$ cat config.mk
export PLATFORM = sky130hd
export DESIGN_NAME = instruction_cache_flat
export DESIGN_NICKNAME = d
export VERILOG_FILES = /design/src/rtl/instruction_cache_pkg.sv /design/src/rtl/instruction_cache_if.sv /design/src/rtl/icache_fsm.sv /design/src/rtl/instruction_cache.sv /design/src/flat_wrapper.sv
export SDC_FILE = /design/constraint.sdc
export NUM_CORES = 1
export LEC_CHECK = 0
export CAP_MARGIN = 5
export CORE_MARGIN = 4
export CORE_UTILIZATION = 45
export CTS_CLUSTER_DIAMETER = 120
export DETAILED_ROUTE_END_ITERATION = 16
export PLACE_DENSITY = 0.62
export SYNTH_ARGS = -nofsm -noshare
export SYNTH_HDL_FRONTEND = slang
export SYNTH_SLANG_ARGS = --single-unit
$ cat constraint.sdc
create_clock -name CLK -period 21.1 [get_ports CLK]
set_input_delay 4.22 -clock CLK [delete_from_list [all_inputs] [get_ports CLK]]
set_output_delay 4.22 -clock CLK [all_outputs]
set_load 0.02 [all_outputs]
$ cat src/rtl/instruction_cache_pkg.sv
// Shared definitions for the direct-mapped instruction cache.
// Holds the geometry (line count, address width, field positions), the
// fill FSM state encoding and a helper that selects one 32-bit word
// from a 128-bit line.
package instruction_cache_pkg;

  localparam int NUM_BLOCKS      = 8;
  localparam int ADDR_BITS       = 10;
  localparam int INDEX_BITS      = $clog2(NUM_BLOCKS);
  localparam int TAG_BITS        = ADDR_BITS - 4 - INDEX_BITS;
  localparam int BLOCK_ADDR_BITS = TAG_BITS + INDEX_BITS;
  localparam int WORD_BITS       = 32;
  localparam int BLOCK_BITS      = 128;

  // Field positions inside ADDRESS: [9:7] tag, [6:4] index, [3:2] word offset.
  localparam int OFFSET_LSB = 2;
  localparam int OFFSET_MSB = 3;
  localparam int INDEX_LSB  = 4;
  localparam int INDEX_MSB  = INDEX_LSB + INDEX_BITS - 1;
  localparam int TAG_LSB    = INDEX_MSB + 1;
  localparam int TAG_MSB    = ADDR_BITS - 1;

  typedef enum logic [1:0] {
    IDLE   = 2'b00,
    MEM_RD = 2'b01,
    UPDATE = 2'b10
  } icache_state_t;

  // Word 0 sits in the least significant 32 bits of the line.
  function automatic logic [WORD_BITS-1:0] select_word(
    input logic [BLOCK_BITS-1:0] block,
    input logic [1:0]            offset
  );
    return block[{offset, 5'b00000} +: WORD_BITS];
  endfunction

endpackage

$ cat src/rtl/instruction_cache_if.sv
// Bus bundle for the instruction cache: CPU fetch side (ADDRESS,
// INSTRUCTION, BUSYWAIT) and instruction-memory side (MEM_READ,
// MEM_ADDRESS, MEM_READDATA, MEM_BUSYWAIT).
// slave  : the cache's view.
// master : the environment's view (CPU plus instruction memory).
interface instruction_cache_if;
  import instruction_cache_pkg::*;

  logic [31:0]                  ADDRESS;
  logic [WORD_BITS-1:0]         INSTRUCTION;
  logic                         BUSYWAIT;
  logic                         MEM_READ;
  logic [BLOCK_ADDR_BITS-1:0]   MEM_ADDRESS;
  logic [BLOCK_BITS-1:0]        MEM_READDATA;
  logic                         MEM_BUSYWAIT;

  modport slave (
    input  ADDRESS,
    output INSTRUCTION,
    output BUSYWAIT,
    output MEM_READ,
    output MEM_ADDRESS,
    input  MEM_READDATA,
    input  MEM_BUSYWAIT
  );

  modport master (
    output ADDRESS,
    input  INSTRUCTION,
    input  BUSYWAIT,
    input  MEM_READ,
    input  MEM_ADDRESS,
    output MEM_READDATA,
    output MEM_BUSYWAIT
  );
endinterface

$ cat src/rtl/icache_fsm.sv
// Refill controller for the instruction cache.
// Ports: clk/rst (async active-high), hit (lookup result for the current
// address), miss_block ({tag, index} of the current address),
// mem_busywait (memory busy). Outputs: busywait (CPU stall), mem_read,
// mem_address (latched block address of the fill), capture (load the
// returned line this edge), write_line (install the captured line this edge).
module icache_fsm
  import instruction_cache_pkg::*;
(
  input  logic                       clk,
  input  logic                       rst,
  input  logic                       hit,
  input  logic [BLOCK_ADDR_BITS-1:0] miss_block,
  input  logic                       mem_busywait,
  output logic                       busywait,
  output logic                       mem_read,
  output logic [BLOCK_ADDR_BITS-1:0] mem_address,
  output logic                       capture,
  output logic                       write_line
);

  icache_state_t              state_reg, state_next;
  logic [BLOCK_ADDR_BITS-1:0] mem_address_reg;

  always_ff @(posedge clk or posedge rst) begin
    if (rst) begin
      state_reg       <= IDLE;
      mem_address_reg <= '0;
    end else begin
      state_reg <= state_next;
      // Latch the missing block on the way into MEM_RD so a wandering
      // ADDRESS cannot disturb the request.
      if (state_reg == IDLE && !hit) begin
        mem_address_reg <= miss_block;
      end
    end
  end

  always_comb begin
    state_next = state_reg;
    busywait   = 1'b0;
    mem_read   = 1'b0;
    capture    = 1'b0;
    write_line = 1'b0;
    unique case (state_reg)
      IDLE: begin
        if (!hit) begin
          // Every line is invalid while reset is held, so mask the stall.
          busywait   = !rst;
          state_next = MEM_RD;
        end
      end
      MEM_RD: begin
        busywait = 1'b1;
        mem_read = 1'b1;
        if (!mem_busywait) begin
          capture    = 1'b1;
          state_next = UPDATE;
        end
      end
      UPDATE: begin
        busywait   = 1'b1;
        write_line = 1'b1;
        state_next = IDLE;
      end
      default: state_next = IDLE;
    endcase
  end

  assign mem_address = mem_address_reg;

endmodule

$ cat src/rtl/instruction_cache.sv
// Direct-mapped, read-only instruction cache: 8 lines of 16 bytes.
// Ports: CLK, RESET (async active-high) and the slave side of
// instruction_cache_if (CPU fetch plus 128-bit instruction-memory bus).
// Hits are served combinationally; misses stall the CPU via BUSYWAIT
// while icache_fsm fetches and installs the whole line.
module instruction_cache
  import instruction_cache_pkg::*;
(
  input  logic                 CLK,
  input  logic                 RESET,
  instruction_cache_if.slave   bus
);

  logic [TAG_BITS-1:0]        tag;
  logic [INDEX_BITS-1:0]      index;
  logic [1:0]                 offset;
  logic                       unused_addr_bits;

  logic [BLOCK_BITS-1:0]      data_array [NUM_BLOCKS];
  logic [TAG_BITS-1:0]        tag_array  [NUM_BLOCKS];
  logic [NUM_BLOCKS-1:0]      valid_reg;
  logic [BLOCK_BITS-1:0]      fill_data_reg;

  logic                       hit;
  logic                       capture;
  logic                       write_line;
  logic [BLOCK_ADDR_BITS-1:0] fill_block;
  logic [TAG_BITS-1:0]        fill_tag;
  logic [INDEX_BITS-1:0]      fill_index;

  assign tag    = bus.ADDRESS[TAG_MSB:TAG_LSB];
  assign index  = bus.ADDRESS[INDEX_MSB:INDEX_LSB];
  assign offset = bus.ADDRESS[OFFSET_MSB:OFFSET_LSB];
  assign unused_addr_bits = ^{bus.ADDRESS[31:ADDR_BITS], bus.ADDRESS[OFFSET_LSB-1:0]};

  assign hit = valid_reg[index] && (tag_array[index] == tag);

  icache_fsm u_fsm (
    .clk          (CLK),
    .rst          (RESET),
    .hit          (hit),
    .miss_block   ({tag, index}),
    .mem_busywait (bus.MEM_BUSYWAIT),
    .busywait     (bus.BUSYWAIT),
    .mem_read     (bus.MEM_READ),
    .mem_address  (fill_block),
    .capture      (capture),
    .write_line   (write_line)
  );

  assign bus.MEM_ADDRESS = fill_block;
  assign fill_tag        = fill_block[BLOCK_ADDR_BITS-1:INDEX_BITS];
  assign fill_index      = fill_block[INDEX_BITS-1:0];

  // Valid bits are the only storage that reset touches; an abandoned
  // fill never reaches UPDATE, so its data is simply never installed.
  for (genvar gi = 0; gi < NUM_BLOCKS; gi++) begin : g_valid
    always_ff @(posedge CLK or posedge RESET) begin
      if (RESET) begin
        valid_reg[gi] <= 1'b0;
      end else if (write_line && fill_index == INDEX_BITS'(gi)) begin
        valid_reg[gi] <= 1'b1;
      end
    end
  end

  always_ff @(posedge CLK) begin
    if (capture) begin
      fill_data_reg <= bus.MEM_READDATA;
    end
  end

  always_ff @(posedge CLK) begin
    if (write_line) begin
      data_array[fill_index] <= fill_data_reg;
      tag_array[fill_index]  <= fill_tag;
    end
  end

  assign bus.INSTRUCTION = select_word(data_array[index], offset);

endmodule

$ cat src/flat_wrapper.sv
// flat-port wrapper written by rule: the top's interface ports become plain ports
module instruction_cache_flat import instruction_cache_pkg::*;
  (CLK, RESET, bus_ADDRESS, bus_INSTRUCTION, bus_BUSYWAIT, bus_MEM_READ, bus_MEM_ADDRESS, bus_MEM_READDATA, bus_MEM_BUSYWAIT);
  instruction_cache_if bus_i ();
  input  logic CLK;
  input  logic RESET;
  input wire logic [$bits(bus_i.ADDRESS)-1:0] bus_ADDRESS;
  output wire logic [$bits(bus_i.INSTRUCTION)-1:0] bus_INSTRUCTION;
  output wire logic [$bits(bus_i.BUSYWAIT)-1:0] bus_BUSYWAIT;
  output wire logic [$bits(bus_i.MEM_READ)-1:0] bus_MEM_READ;
  output wire logic [$bits(bus_i.MEM_ADDRESS)-1:0] bus_MEM_ADDRESS;
  input wire logic [$bits(bus_i.MEM_READDATA)-1:0] bus_MEM_READDATA;
  input wire logic [$bits(bus_i.MEM_BUSYWAIT)-1:0] bus_MEM_BUSYWAIT;
  assign bus_i.ADDRESS = bus_ADDRESS;
  assign bus_INSTRUCTION = bus_i.INSTRUCTION;
  assign bus_BUSYWAIT = bus_i.BUSYWAIT;
  assign bus_MEM_READ = bus_i.MEM_READ;
  assign bus_MEM_ADDRESS = bus_i.MEM_ADDRESS;
  assign bus_i.MEM_READDATA = bus_MEM_READDATA;
  assign bus_i.MEM_BUSYWAIT = bus_MEM_BUSYWAIT;
  instruction_cache u_core (.CLK(CLK), .RESET(RESET), .bus(bus_i));
endmodule
==> results of run 1 <==
-- cell type report --
type | count | area share, %
Timing Repair Buffer | 212 | 4.021
Antenna cell | 3 | 0.01461
Multi-Input combinational cell | 419 | 16.01
Tap cell | 1276 | 3.108
Inverter | 6 | 0.04384
Clock inverter | 61 | 1.101
Clock buffer | 158 | 6.182
Sequential cell | 1192 | 69.52
-- power breakdown --
group	total, mW	leakage (nW)	switching [mW]	internal, mW
clock	2.01	1.84	0.836	1.17
combinational	0.489	3.32	0.285	0.204
sequential	3.05	10.8	0.128	2.92
total	5.54	16.0	1.25	4.30
-- cell usage after synthesis --
cell type,instances,area [µm²]
sky130_fd_sc_hd__a21oi_1,1,5.000
sky130_fd_sc_hd__a22oi_1,2,15.01
sky130_fd_sc_hd__a2bb2oi_1,2,17.52
sky130_fd_sc_hd__buf_1,14,52.55
sky130_fd_sc_hd__buf_2,29,145.1
sky130_fd_sc_hd__buf_4,1,7.510
sky130_fd_sc_hd__buf_6,1,11.26
sky130_fd_sc_hd__clkbuf_1,34,127.6
sky130_fd_sc_hd__dfrtp_1,16,400.4
sky130_fd_sc_hd__edfxtp_1,1176,35310
sky130_fd_sc_hd__ha_1,4,50.05
sky130_fd_sc_hd__inv_1,6,22.52
sky130_fd_sc_hd__mux2_2,40,450.4
sky130_fd_sc_hd__mux2i_1,5,50.05
sky130_fd_sc_hd__mux4_1,1,26.28
sky130_fd_sc_hd__mux4_2,325,7320
sky130_fd_sc_hd__nand2_1,5,18.77
sky130_fd_sc_hd__nand2b_1,4,25.02
sky130_fd_sc_hd__nand3_1,1,5.000
sky130_fd_sc_hd__nor2_1,8,30.03
sky130_fd_sc_hd__nor2b_1,3,18.77
sky130_fd_sc_hd__nor3_1,3,15.01
sky130_fd_sc_hd__o21ai_0,1,5.000
sky130_fd_sc_hd__o21ai_4,1,16.27
sky130_fd_sc_hd__o31ai_1,1,7.510
sky130_fd_sc_hd__o41ai_1,1,8.760
sky130_fd_sc_hd__or2_2,8,50.05
sky130_fd_sc_hd__or3b_1,1,8.760
sky130_fd_sc_hd__xnor2_1,1,8.760
sky130_fd_sc_hd__xor2_1,1,8.760
-- worst paths after layout --
path                                                           end                             startpoint  slack, ns  cells past startpoint
min                                u_core.valid_reg[5]$_DFFE_PP0P_        u_core.valid_reg[5]$_DFFE_PP0P_       0.47                      1
min in group asynchronous  u_core.u_fsm.mem_address[4]$_DFFE_PP0P_                                  RESET       3.97                      2
max in group asynchronous          u_core.valid_reg[4]$_DFFE_PP0P_                                  RESET      16.70                      2
max                                            bus_INSTRUCTION[20]                         bus_ADDRESS[4]       8.06                      7
max reg2reg                     u_core.data_array[6][87]$_DFFE_PP_  u_core.u_fsm.state_reg[0]$_DFFE_PP0P_      17.25                      7
min reg2reg                        u_core.valid_reg[5]$_DFFE_PP0P_        u_core.valid_reg[5]$_DFFE_PP0P_       0.47                      1
-- per-stage QoR --
| stage | power, mW | utilization, % | instances | instance area (µm²) |
|---|---|---|---|---|
| final | 5.544 | 52.89 | 3327 | 51370 |
| after global routing | 5.760 | 52.88 | 3324 | 51360 |
| after CTS | 5.614 | 52.88 | 3324 | 51360 |
| after detailed placement | 3.600 | 49.03 | 3105 | 47620 |
| after global placement | 3.573 | 49.03 | 3105 | 47620 |
| after floorplan | 3.370 | - | 1696 | 44240 |
-- worst max-delay path: stages --
cell and delay (ns):
sky130_fd_sc_hd__buf_8 0.52, sky130_fd_sc_hd__buf_4 0.83, sky130_fd_sc_hd__buf_4 0.88, sky130_fd_sc_hd__mux4_2 0.59, sky130_fd_sc_hd__mux4_2 0.55, sky130_fd_sc_hd__mux2_2 0.29, sky130_fd_sc_hd__clkdlybuf4s50_1 0.67
-- cells by family after synthesis --
| kind of cell | after synthesis | synth area share [%] |
|---|---|---|
| AOI/OAI and AO/OA | 9 | 0.1697 |
| xor gates and xnor gates | 2 | 0.03960 |
| adders and majority gates | 4 | 0.1131 |
| buffers and inverters | 85 | 0.8286 |
| DFF | 1192 | 80.73 |
| muxes | 371 | 17.74 |
| and+or+nand+nor | 33 | 0.3874 |
-- layer usage --
metal  GRT usage (%)  routed length (µm)  up-vias
li1                -                   -     7908
met1           24.85               37920    10202
met2           29.75               46460      536
met3           3.556                5474      122
met4           4.307                1980        0
met5               0                   0        -
-- placed cells by master (no fill, tap or decap), drive strengths merged --
cell type	n
o41ai	1
nor3	3
a22oi	2
mux4	326
xnor2	1
clkbuf	158
clkinvlp	1
diode	3
nand2b	4
a21oi	1
or3b	1
dfrtp	16
xor2	1
o21ai	2
mux2	40
nor2	8
mux2i	5
a2bb2oi	2
ha	4
nand2	5
edfxtp	1176
inv	10
buf	39
nor2b	3
or2	8
bufinv	10
nand3	1
clkdlybuf4s50	173
o31ai	1
clkinv	46
==> results.yml, run 1 <==
outcome:
  status: "completed"
die:
  die_height_um: 321.6
  design.portCount: 203
  core_region_area_um2: 97140
  placementRows: 114
  initial_utilization_pct: 45.55
  fp.dieW_um: 321.6
  dieArea_um2: 103400
critical_path:
  crit_path_required_time_ns: 16.88
  path_max_fanout: 58
  worst_setup_path_start_kind: "input pin"
  critPathArrivalTime_ns: 8.82
  worst-setup-path-type: "input pin to output pin"
  endpoint_kind: "output pin"
global_route:
  sum_of_overflow_across_all_layers_after_global_routing: 0
  grt.total_usage_pct: 17.92
  grt_max_degree: 133
  antenna_violations_before_repair: 7
  first_pass_grt_wire_length_mm: 135.5
  first_global_vias: 20161
route:
  number_of_vias_after_detailed_routing: 18768
  antenna_left: 0
  dr.first_iter.drc_count: 1651
  routed_length_per_placed_instance_um: 27.60
  viasPerCell: 5.641
  count_of_unresolved_drc_violations_after_routing: 0
  wirelength_mm: 91.83
  detail_route.first_pass.iterations: 5
clock_tree:
  clk-insertion-delay-late_ns: 0.67
  post_cts_resized: 0
  cts_hold_repair.buffers: 0
  clock_path_buffers: 3
  cts.root.buffer_cell: "sky130_fd_sc_hd__clkbuf_16"
  cts_num_sinks: 1192
  cts_tree: "built"
  ctsHtreeMaxLevel: 3
  cts.clk_slew.worst_paths_ns: 0.06
  cts_made_buffers: 117
  post_cts_setup_buffers: 0
placement:
  hpwl_mm: 47.99
  finalWeightedCongestion: 0.7256
  io_buffer_count: 178
  post-place-ws_ns: 7.889
final_layout:
  final_layout_size_suffix_gt1_share_pct: 28.56
  seq_area_um2: 35710
  number_of_flip_flops_in_the_largest_register: 1024
  nets: 2115
  multi_input_area_um2: 8223
  flow.area_growth_from_synthesis_pct: 16.11
  filler_cell_count: 7328
sta:
  maxSlewHeadroom_pct: 30.04
  slew_violations: 0
  unrepaired_setup_endpoints_after_global_routing: "false"
  fin_crit_ns: 13.04
  final_sum_of_negative_setup_slack_ns: 0
  finalSetupViolations: 0
  finalWorstSetupSlack_ns: 8.062
  worst_pin_slew_ns: 1.049
  holdWs_ns: 0.4693
  final-hold-violation-count: 0
  final_min_period_over_clock_period_pct: 61.79
  clock_skew_ns: 0.01947
  fmaxAchievable_mhz: 76.70
hold_path:
  min-delay-path-class: "flip-flop to flip-flop"
power_and_ir_drop:
  cellPowerDensity_nw_per_um2: 107.9
  leakage_nw: 15.97
  vdd_drop_max_mv: 0.07785
logic_synthesis:
  synth.cell_area_um2: 44240
  synth_nets: 1863
  postSynthCellCount: 1696
  synth_sequential_area_ratio_pct: 80.73
  synth.ff_latch_count: 1192
  synthesis.yosys.warnings: 0
  post_synth.cell_area_avg_um2: 26.09
  number_of_distinct_standard_cells_referenced_by_the_synthesized_netlist: 30
flow_run:
  max_capacitance_violation_count: 0
No activity file was read; power rests on OpenSTA's default activity.
==> inputs of run 2 (changes only) <==
- PLACE_DENSITY: 0.62 -> 0.65
- clock period: 21.1 -> 11.2 ns (I/O delays scaled with it)
==> run 2 against run 1 <==
Effect of this change:
- cell count decreased by 0.66%
- power up 84%
- clock power rose by 77%
- worst setup slack got worse by 4.7 ns
- hold slack got worse by 0.0060 ns
- die area did not move
- sequential power increased by 88%
- highest routed layer is now met5
- first-iteration DRC count grew 7.8%
- sequential share of layout area up 0.35 points
- combinational power rose by 88%
- critical path depth is 1 lower
==> results.yml, run 2 (synthesized netlist as in run 1, its figures left out) <==
route:
  wirelength_mm: 90.11
  dr.first_iter.drc_count: 1779
  number_of_vias_after_detailed_routing: 18810
  detail_route.first_pass.iterations: 7
  viasPerCell: 5.691
  antenna_left: 0
  routed_length_per_placed_instance_um: 27.26
  count_of_unresolved_drc_violations_after_routing: 0
global_route:
  sum_of_overflow_across_all_layers_after_global_routing: 0
  grt_max_degree: 133
  first_pass_grt_wire_length_mm: 133.1
  grt.total_usage_pct: 17.46
  first_global_vias: 20046
  antenna_violations_before_repair: 3
critical_path:
  worst-path-buf-inv: 3
  timing.critical_path.slowest_cell_delay_ns: 0.80
  worstRegToRegCells: 6
  reg_to_reg_setup_timing_slack_ns: 8.03
  critPathArrivalTime_ns: 5.62
  crit_path_cell_trace: "buf_8 -> buf_4 -> mux4_2 -> mux4_2 -> mux2_2 -> clkdlybuf4s50_1"
  worst_path_dominant_cell_family: "buffers and inverters"
  endpoint_kind: "output pin"
  crit_path_required_time_ns: 8.96
  reg2reg_from: "u_core.u_fsm.state_reg[0]$_DFFE_PP0P_"
  r2r-end: "u_core.data_array[3][58]$_DFFE_PP_"
  path_max_fanout: 77
  crit_slowest_cell: "sky130_fd_sc_hd__buf_4"
  path_common_cell: "sky130_fd_sc_hd__mux4_2"
  worst-setup-path-type: "input pin to output pin"
  worst_setup_path_start_kind: "input pin"
die:
  design.portCount: 203
  core_region_area_um2: 97140
  dieArea_um2: 103400
  die_height_um: 321.6
  initial_utilization_pct: 45.55
  fp.dieW_um: 321.6
  placementRows: 114
power_and_ir_drop:
  leakage_nw: 15.80
  total_power_mw: 10.21
  cellPowerDensity_nw_per_um2: 199.7
  vdd_drop_max_mv: 0.2093
sta:
  finalSetupViolations: 0
  worst_pin_slew_ns: 1.054
  fmaxAchievable_mhz: 127.2
  final_sum_of_negative_setup_slack_ns: 0
  slew_violations: 0
  final_min_period_over_clock_period_pct: 70.19
  maxSlewHeadroom_pct: 29.76
  clock_skew_ns: 0.02347
  final-hold-violation-count: 0
  unrepaired_setup_endpoints_after_global_routing: "false"
  fin_crit_ns: 7.861
final_layout:
  final_layout_size_suffix_gt1_share_pct: 27.81
  mostFrequentLayoutCells: "sky130_fd_sc_hd__edfxtp_1 (1176), sky130_fd_sc_hd__mux4_2 (325), sky130_fd_sc_hd__clkdlybuf4s50_1 (173)"
  multi_input_area_um2: 8223
  nets: 2102
  leading_cell_type_in_the_layout_fill_and_taps_excluded: "sky130_fd_sc_hd__edfxtp_1"
  number_of_flip_flops_in_the_largest_register: 1024
  finalCoreUtilization_pct: 52.62
  flow.area_growth_from_synthesis_pct: 15.54
  seq_area_um2: 35710
  filler_cell_count: 7315
hold_path:
  min-delay-path-class: "flip-flop to flip-flop"
  timing.hold.worst_endpoint: "u_core.valid_reg[2]$_DFFE_PP0P_"
  min_path_cells: 1
  worstHoldStart: "u_core.valid_reg[2]$_DFFE_PP0P_"
placement:
  io_buffer_count: 178
  hpwl_mm: 45.92
  finalWeightedCongestion: 0.7297
clock_tree:
  cts.root.buffer_cell: "sky130_fd_sc_hd__clkbuf_16"
  cts_hold_repair.buffers: 0
  cts_made_buffers: 112
  clock_path_buffers: 3
  ctsHtreeMaxLevel: 3
  post_cts_resized: 0
  post_cts_setup_buffers: 0
  clk-insertion-delay-late_ns: 0.69
  cts_num_sinks: 1192
  cts.clk_slew.worst_paths_ns: 0.06
  cts_tree: "built"
outcome:
  status: "completed"
flow_run:
  max_capacitance_violation_count: 0
run 2: worst max path at each step:
stage / depth (start not counted) / endpoint / from / slack (ns)
after floorplan: 5 / u_core.valid_reg[4]$_DFFE_PP0P_ / u_core.u_fsm.state_reg[0]$_DFFE_PP0P_ / 0.63
after global placement: 6 / bus_INSTRUCTION[23] / bus_ADDRESS[5] / 3.38
after detailed placement: 6 / bus_INSTRUCTION[12] / bus_ADDRESS[4] / 3.37
after CTS: 6 / bus_INSTRUCTION[21] / bus_ADDRESS[4] / 3.37
after global routing: 6 / bus_INSTRUCTION[22] / bus_ADDRESS[5] / 3.25
final: 6 / bus_INSTRUCTION[22] / bus_ADDRESS[5] / 3.34
run 2: layout make-up:
type	instances	area share [%]
Sequential cell	1192	69.87
Multi-Input combinational cell	419	16.09
Clock buffer	147	5.904
Timing Repair Buffer	204	4.120
Tap cell	1276	3.123
Clock inverter	60	0.8494
Inverter	6	0.04406
Antenna cell	1	0.004895
run 2: through the flow:
step / hold slack [ns] / setup slack [ns] / instance area [µm²] / instances
3_5_place_dp: 0.4507 / 3.369 / 47660 / 3097
5_1_grt: 0.4788 / 3.247 / 51110 / 3304
2_1_floorplan: 0.4337 / 0.6283 / 44240 / 1696
4_1_cts: 0.4692 / 3.375 / 51110 / 3304
3_3_place_gp: 0.4463 / 3.375 / 47660 / 3097
6_report: 0.4633 / 3.339 / 51120 / 3305
run 2: report_power, final:
group | total, mW | switching [mW] | leakage [nW] | internal (mW)
clock | 3.55 | 1.56 | 1.68 | 1.99
combinational | 0.920 | 0.532 | 3.30 | 0.389
sequential | 5.74 | 0.244 | 10.8 | 5.50
total | 10.2 | 2.34 | 15.8 | 7.87
run 2: per-layer routing:
| layer | track usage, % | wire length (µm) | up-vias |
|---|---|---|---|
| met5 | 0 | 27 | - |
| met4 | 3.228 | 1130 | 4 |
| met3 | 3.217 | 5284 | 96 |
| met2 | 29.22 | 45670 | 578 |
| met1 | 24.61 | 38000 | 10266 |
| li1 | - | - | 7866 |
